**src/rtl/rsa_byte_stream_loader.sv**
```systemverilog
// Byte-stream loader/unloader for the 256-bit RSA core: shifts in N, D, A
// MSB-first over rx, pulses the core start, then streams the result out on tx.
// Ports: i_clk/i_rst (sync active-high), rx byte stream (i_rx_data,
// i_rx_valid, o_rx_ready), i_rekey, tx byte stream (o_tx_data, o_tx_valid,
// i_tx_ready), core side (o_core_start, o_core_a/d/n, i_core_a_pow_d,
// i_core_finished), o_busy.
// Option: RSA_STREAM_OUT_32B_EN sends all 32 result bytes (default 31).
module rsa_byte_stream_loader #(
  parameter int N_BYTES = 32
) (
  input  logic                 i_clk,
  input  logic                 i_rst,
  input  logic [7:0]           i_rx_data,
  input  logic                 i_rx_valid,
  output logic                 o_rx_ready,
  input  logic                 i_rekey,
  output logic [7:0]           o_tx_data,
  output logic                 o_tx_valid,
  input  logic                 i_tx_ready,
  output logic                 o_core_start,
  output logic [8*N_BYTES-1:0] o_core_a,
  output logic [8*N_BYTES-1:0] o_core_d,
  output logic [8*N_BYTES-1:0] o_core_n,
  input  logic [8*N_BYTES-1:0] i_core_a_pow_d,
  input  logic                 i_core_finished,
  output logic                 o_busy
);

  localparam int W  = 8 * N_BYTES;
  localparam int CW = $clog2(N_BYTES);

  localparam logic [CW-1:0] RX_LAST = CW'(N_BYTES - 1);
`ifdef RSA_STREAM_OUT_32B_EN
  localparam logic [CW-1:0] TX_LAST = CW'(N_BYTES - 1);
`else
  localparam logic [CW-1:0] TX_LAST = CW'(N_BYTES - 2);
`endif

  localparam logic [2:0] S_LOAD_N = 3'd0;
  localparam logic [2:0] S_LOAD_D = 3'd1;
  localparam logic [2:0] S_LOAD_A = 3'd2;
  localparam logic [2:0] S_START  = 3'd3;
  localparam logic [2:0] S_WAIT   = 3'd4;
  localparam logic [2:0] S_SEND   = 3'd5;

  logic [2:0]    state_q, state_d;
  logic [CW-1:0] cnt_q, cnt_d;
  logic [W-1:0]  n_q, n_d;
  logic [W-1:0]  d_q, d_d;
  logic [W-1:0]  a_q, a_d;
  logic [W-1:0]  res_q, res_d;

  logic rx_fire;
  logic tx_fire;
  logic in_load;

  assign in_load = (state_q == S_LOAD_N) ||
                   (state_q == S_LOAD_D) ||
                   (state_q == S_LOAD_A);

  // Rekey must win over a coincident byte, so refuse it while rekey is up.
  assign o_rx_ready = in_load &&
                      !((state_q == S_LOAD_A) && i_rekey);

  assign o_tx_valid   = (state_q == S_SEND);
  assign o_tx_data    = o_tx_valid ? res_q[W-1 -: 8] : 8'h00;
  assign o_core_start = (state_q == S_START);
  assign o_busy       = (state_q == S_START) ||
                        (state_q == S_WAIT) ||
                        (state_q == S_SEND);

  assign o_core_a = a_q;
  assign o_core_d = d_q;
  assign o_core_n = n_q;

  assign rx_fire = i_rx_valid && o_rx_ready;
  assign tx_fire = o_tx_valid && i_tx_ready;

  always_comb begin
    state_d = state_q;
    cnt_d   = cnt_q;
    n_d     = n_q;
    d_d     = d_q;
    a_d     = a_q;
    res_d   = res_q;
    unique case (state_q)
      S_LOAD_N: begin
        if (rx_fire) begin
          n_d   = {n_q[W-9:0], i_rx_data};
          cnt_d = cnt_q + 1'b1;
          if (cnt_q == RX_LAST) begin
            cnt_d   = '0;
            state_d = S_LOAD_D;
          end
        end
      end
      S_LOAD_D: begin
        if (rx_fire) begin
          d_d   = {d_q[W-9:0], i_rx_data};
          cnt_d = cnt_q + 1'b1;
          if (cnt_q == RX_LAST) begin
            cnt_d   = '0;
            state_d = S_LOAD_A;
          end
        end
      end
      S_LOAD_A: begin
        if (i_rekey && (cnt_q == '0)) begin
          state_d = S_LOAD_N;
        end else if (rx_fire) begin
          a_d   = {a_q[W-9:0], i_rx_data};
          cnt_d = cnt_q + 1'b1;
          if (cnt_q == RX_LAST) begin
            cnt_d   = '0;
            state_d = S_START;
          end
        end
      end
      S_START: begin
        state_d = S_WAIT;
      end
      S_WAIT: begin
        if (i_core_finished) begin
          // Result is pre-aligned so the first byte out sits at the top.
`ifdef RSA_STREAM_OUT_32B_EN
          res_d = i_core_a_pow_d;
`else
          res_d = {i_core_a_pow_d[W-9:0], 8'h00};
`endif
          cnt_d   = '0;
          state_d = S_SEND;
        end
      end
      S_SEND: begin
        if (tx_fire) begin
          res_d = {res_q[W-9:0], 8'h00};
          cnt_d = cnt_q + 1'b1;
          if (cnt_q == TX_LAST) begin
            cnt_d   = '0;
            state_d = S_LOAD_A;
          end
        end
      end
      default: begin
        state_d = S_LOAD_N;
        cnt_d   = '0;
      end
    endcase
  end

  always_ff @(posedge i_clk) begin
    if (i_rst) begin
      state_q <= S_LOAD_N;
      cnt_q   <= '0;
      n_q     <= '0;
      d_q     <= '0;
      a_q     <= '0;
      res_q   <= '0;
    end else begin
      state_q <= state_d;
      cnt_q   <= cnt_d;
      n_q     <= n_d;
      d_q     <= d_d;
      a_q     <= a_d;
      res_q   <= res_d;
    end
  end

endmodule

```
**config.mk**
```make
export PLATFORM = sky130hd
export DESIGN_NAME = rsa_byte_stream_loader
export DESIGN_NICKNAME = d
export VERILOG_FILES = /design/src/rtl/rsa_byte_stream_loader.sv
export SDC_FILE = /design/constraint.sdc
export NUM_CORES = 2
export LEC_CHECK = 0
export BUFFER_PORTS_ARGS = -buffer_cell sky130_fd_sc_hd__buf_2
export CAP_MARGIN = 5
export CORE_AREA = 2 2 409 411
export CTS_CLUSTER_DIAMETER = 40
export CTS_CLUSTER_SIZE = 16
export DETAILED_ROUTE_END_ITERATION = 10
export DIE_AREA = 0 0 411 413
export SETUP_SLACK_MARGIN = 0.02
export SLEW_MARGIN = 25
export SYNTH_ARGS = -nofsm -noshare
export SYNTH_HDL_FRONTEND = slang
export SYNTH_SLANG_ARGS = --single-unit
```
**constraint.sdc**
```tcl
create_clock -name i_clk -period 2 [get_ports i_clk]
set_clock_uncertainty 0.15 [all_clocks]
set_input_delay 0.2 -clock i_clk [delete_from_list [all_inputs] [get_ports i_clk]]
set_output_delay 0.2 -clock i_clk [all_outputs]
set_load 0.005 [all_outputs]
```
# Word level (Yosys, flattened, before mapping)
# Index checks and enable logic that the tools add are counted.
# classes
add_sub_neg,1
n_eq_ne,17
n_mux,22
n_bitwise,2
reduce_logical,20
# op_table
cell,n
two-way mux 256 bit,2
one-hot mux 256 bit (2 select lines),1
two-way mux 3 bit,10
two-way mux 5 bit,6
one-hot mux 5 bit (5 select lines),1
one-hot mux 3 bit (6 select lines),1
"equality test 5 bit, second input constant",2
AND reduction 9 bit,1
two-way mux 8 bit,1
"inequality test 2 x 1 -> 1 bit, second input constant",4
"inequality test 2 bit, second input constant",4
"equality test 3 x 2 -> 1 bit, second input constant",2
"equality test 3 bit, second input constant",2
AND reduction 3 bit,2
"adder 5 x 1 -> 5 bit, second input constant",1
logical AND 1 bit,5
zero test 5 bit,1
logical OR 1 bit,4
AND reduction 2 bit,2
AND reduction 4 bit,1
"equality test 3 x 1 -> 1 bit, second input constant",1
zero test 3 bit,1
"inequality test 3 x 1 -> 1 bit, second input constant",1
"inequality test 3 x 2 -> 1 bit, second input constant",1
4 further kinds,5
# word_totals
register_bits,1032
in_bits,270
out_inout_bits,780
elab_cells,68

# Depth between registers and ports, before layout
# logic_depth
ltp_word,8
depth_mapped,8

# Least setup slack after synthesis
# No wires, ideal clock.
# synth_path
kind,register to register
start,reg cnt_q[0]
end,reg state_q[0]
setup_time_ps,121
arrival_ps,1698
required_time_ps,1729
setup_slack_ps,31
stages_incl_launch_ff,8
path_buffers,0
synth_period_minus_slack_ps,1969
path_cell_list,dfxtp_1 > ha_1 > and3_1 > ha_1 > nand2_1 > a21oi_1 > o311ai_0 > mux2_2
# synth_between
elab_chain_cells,4
# synth_lines
item,line_no,text
"start, declared",47,"logic [CW-1:0] cnt_q, cnt_d;"
"start signal, assigned",161,cnt_q <= cnt_d;
zero test 5 bit,108,if (i_rekey && (cnt_q == '0)) begin
logical AND 1 bit,108,
inequality test 3 x 1 -> 1 bit (no line) (tied with other cells),n/a,
AND reduction 9 bit (no line) or one-hot mux 3 bit (6 select lines) (tied branches),n/a,
"end signal, assigned",160,state_q <= state_d;
"end, declared",46,"logic [2:0] state_q, state_d;"
# Parallel ways exist; a longest one is shown, timed or not.
# A chain may end at the register's enable or synchronous reset.

# Final worst setup path
# layout_path
start,reg state_q[2]
end,reg res_q[62]
# layout_between
elab_chain_cells,4
# layout_lines
item,line_no,text
equality test 3 bit,"65, 86",
logical AND 1 bit,77,assign tx_fire = o_tx_valid && i_tx_ready;
inequality test 2 x 1 -> 1 bit (no line),n/a,
AND reduction 3 bit (no line),n/a,
"end signal, assigned",165,res_q <= res_d;
"end, declared",51,"logic [W-1:0] res_q, res_d;"
# Parallel ways exist; a longest one is shown, timed or not.

==> impl_metrics.env <==
export IMPL_ys_async_sr_fraction_pct=0
export IMPL_p_sw_mw=12.28
export IMPL_rsz0062_at_grt="true"
export IMPL_wl_um=169900
export IMPL_ys_seq_area_share_pct=53.02
export IMPL_clock_root_buffer="clkbuf_16"
export IMPL_post_place_ws_ns=-0.1803
export IMPL_nNetsFinal=6613
export IMPL_htreeDepth=4
export IMPL_cp_data_arrival_time_ns=2.88
export IMPL_p_int_mw=38.88
export IMPL_multi_input_area_um2=17600
export IMPL_synth_edff_count=0
export IMPL_synth_seq_cells=1024
export IMPL_tritoncts="built"
export IMPL_viasPerCell=4.700
export IMPL_syn_nets=5057
export IMPL_crit_fanout=8
export IMPL_netlist_instances=4783
export IMPL_cts_sinks=1024
export IMPL_p_clk_share_pct=56.1
export IMPL_p_leak_nw=25.14
export IMPL_total_power_mw=51.16
export IMPL_endpoint_kind="flop"
export IMPL_post_route_period_util_pct=117.5
export IMPL_drc=0
export IMPL_reg2reg_from="state_q[2]"
export IMPL_swShare_pct=24.01
export IMPL_worst_pin_slew_ns=0.6674
export IMPL_nFillCells=16324
export IMPL_maxSlewHeadroom_pct=55.51
export IMPL_grt_antenna_before_repair=16
export IMPL_syn_avg_cell_area_um2=8.084
export IMPL_drtIter0Drc=3211
export IMPL_crit_path_start_kind="flop"
export IMPL_violations="negative setup slack"
export IMPL_r2r_end="res_q[62]"
export IMPL_maxSlewViolCount=0
export IMPL_grt_pass1_wl_um=233200
export IMPL_hold_ws_ns=0.09566
export IMPL_fin_ws_ns=-0.3501
export IMPL_synth_cell_types=43
export IMPL_io_buffers=1041
export IMPL_areaGrowthSynthToFinish_pct=58.84
export IMPL_clk_pin_slew_ns=0.06
export IMPL_layout_cells_non_filler=8681
export IMPL_initial_core_util_pct=23.30
export IMPL_regArea_um2=20510
export IMPL_firstDrtPassIters=6
export IMPL_pin_count=1050
export IMPL_insertion_delay_ns=0.81
export IMPL_r2r_slack_ns=-0.35
export IMPL_post_place_cells=7856
export IMPL_hp_class="input port to flop"
export IMPL_cellPowerDensity_nw_per_um2=833.0
export IMPL_r2r_cells=11
export IMPL_vias=40797
export IMPL_ys_warn_count=0
export IMPL_outcome="finished with violations"
export IMPL_die_w_um=411
export IMPL_crit_type="flop to flop"
export IMPL_startpoint="state_q[2]"
export IMPL_gp_congestion=0.8995
export IMPL_wl_per_cell_um=19.57
export IMPL_synth_area_um2=38660
export IMPL_max_freq_mhz=425.5
export IMPL_fp_dieArea_um2=169700
export IMPL_detail_route_antenna_nets=0
export IMPL_setup_viol=498
export IMPL_rows=150
export IMPL_grt_max_degree=88
export IMPL_grt_usage_pct=17.86
export IMPL_clockBufferDepth=3
export IMPL_grt_overflow=0
export IMPL_cts_buffers=153
export IMPL_core_um2=165900
export IMPL_p_seq_share_pct=40.0
export IMPL_die_h_um=413
export IMPL_setup_tns_ns=-60.50
export IMPL_drive_above_1_share_pct=34.48
export IMPL_hpwl_um=110600
export IMPL_crit_required_ns=2.53
export IMPL_grt_pass1_vias=37011
export IMPL_crit_end="res_q[62]"
export IMPL_ir_worst_vdd_v=0.001002
export IMPL_pwr_share_comb_pct=3.9
export IMPL_maxCapViolCount=0
export IMPL_synth_ff_type="dfxtp_1"
export IMPL_hold_viol=0
export IMPL_fin_crit_ns=2.350
-- cell type report --
type | count | area share [%]
antenna | 10 | 0.04074
clock buffer | 172 | 6.529
clock inverter | 111 | 2.502
inverter | 6 | 0.04889
multi-input combinational | 3358 | 28.66
sequential | 1024 | 33.40
tap | 2204 | 4.490
timing repair buffer | 1796 | 24.33
-- cell usage in the layout (no fill, tap or decap), drive strengths merged, types with 10 or more instances in the layout --
master / instances
nand2: 2025
buf: 1453
dfxtp: 1024
a21oi: 775
dlygate4sd3: 303
nor2: 249
a311oi: 240
clkbuf: 210
clkinv: 43
inv: 37
bufinv: 21
clkinvlp: 16
diode: 10
-- stage by stage --
| step | utilization, % | instance area (µm²) |
|---|---|---|
| 3_3_place_gp | 28.55 | 47370 |
| 3_5_place_dp | 28.55 | 47370 |
| 4_1_cts | 35.32 | 58590 |
| 2_1_floorplan | - | 38660 |
| 6_report | 37.02 | 61420 |
| 5_1_grt | 37.02 | 61410 |
-- cells in the mapped netlist (2+ instances only) --
library cell / count / area, µm²
a21o_1: 2 / 15.01
a21oi_1: 775 / 3879
a22oi_1: 8 / 60.06
a311oi_1: 40 / 350.3
a311oi_2: 200 / 3003
and2_1: 8 / 50.05
and3_1: 2 / 12.51
buf_1: 5 / 18.77
buf_2: 158 / 790.8
buf_4: 24 / 180.2
buf_6: 11 / 123.9
clkbuf_1: 197 / 739.5
dfxtp_1: 1024 / 20500
ha_1: 4 / 50.05
inv_1: 5 / 18.77
nand2_1: 2024 / 7597
nand2b_1: 5 / 31.28
nand3_1: 4 / 20.02
nand3b_1: 3 / 22.52
nand4_1: 3 / 18.77
nor2_1: 249 / 934.7
nor2b_1: 2 / 12.51
nor3b_2: 2 / 25.02
o21ai_0: 6 / 30.03
o221ai_1: 2 / 17.52
or3_1: 3 / 18.77
-- worst min path at each step --
stage | from | end | slack, ns | cells after the start
floorplan | i_rx_data[0] | o_core_a[0] | 0.19 | 2
global placement | o_core_d[250] | o_core_d[250] | 0.29 | 2
detailed placement | o_core_d[251] | o_core_d[251] | 0.29 | 2
CTS | i_core_a_pow_d[25] | res_q[33] | 0.001 | 4
global route | i_core_a_pow_d[17] | res_q[25] | 0.06 | 4
finish | i_core_a_pow_d[26] | res_q[34] | 0.1 | 4
-- worst max-delay path, cell delays in order, from the launching register on --
cell and delay [ns]:
dfxtp_2 0.31, buf_4 0.13, buf_4 0.13, nor4bb_4 0.16
buf_4 0.15, a21o_4 0.22, buf_12 0.16, buf_16 0.14
buf_6 0.12, buf_8 0.12, buf_16 0.14, a311oi_2 0.31
-- timing repair --
action                                 in CTS  in global routing
setup endpoints to repair                 466               1029
hold buffers                              303                  0
buffers inserted                           94                 88
gates cloned                               42                 38
gates resized for setup                   157                429
endpoints found under the hold margin     770                  0
pin swaps                                  60                175
-- sequential cells by signal, summed over array words and instances (netlist names) --
name / cells
cnt_q: 5
o_core_a: 256
o_core_d: 256
o_core_n: 256
res_q: 248
state_q: 3
-- routing by layer --
metal	up-vias	GRT usage (%)	wire (µm)
met4	4	7.503	6613
met2	1831	29.66	82310
met5	-	0	24
met3	379	4.343	13320
met1	19580	21.98	67650
li1	19003	-	-
-- power by group through the flow --
stage | clock network (mW) | logic [mW] | registers [mW]
after floorplan | 0 | 0.640 | 20.9
after global placement | 0 | 1.33 | 20.9
after detailed placement | 0 | 1.34 | 20.9
after CTS | 29.2 | 1.84 | 20.4
after global routing | 30.1 | 2.10 | 20.4
final | 28.7 | 2.00 | 20.4
-- logic make-up (layout without fill, tap and decap cells) --
logic type,count (synthesis),in the layout,synth area share [%]
compound gates,1039,1039,19.17
mux,1,1,0.02912
flops,1024,1024,53.02
other cells,0,10,0
simple gates,2314,2314,22.80
buf+inv,401,2085,4.851
fa+ha+maj,4,4,0.1294
Note: power is estimated with default switching activity, not from simulation.
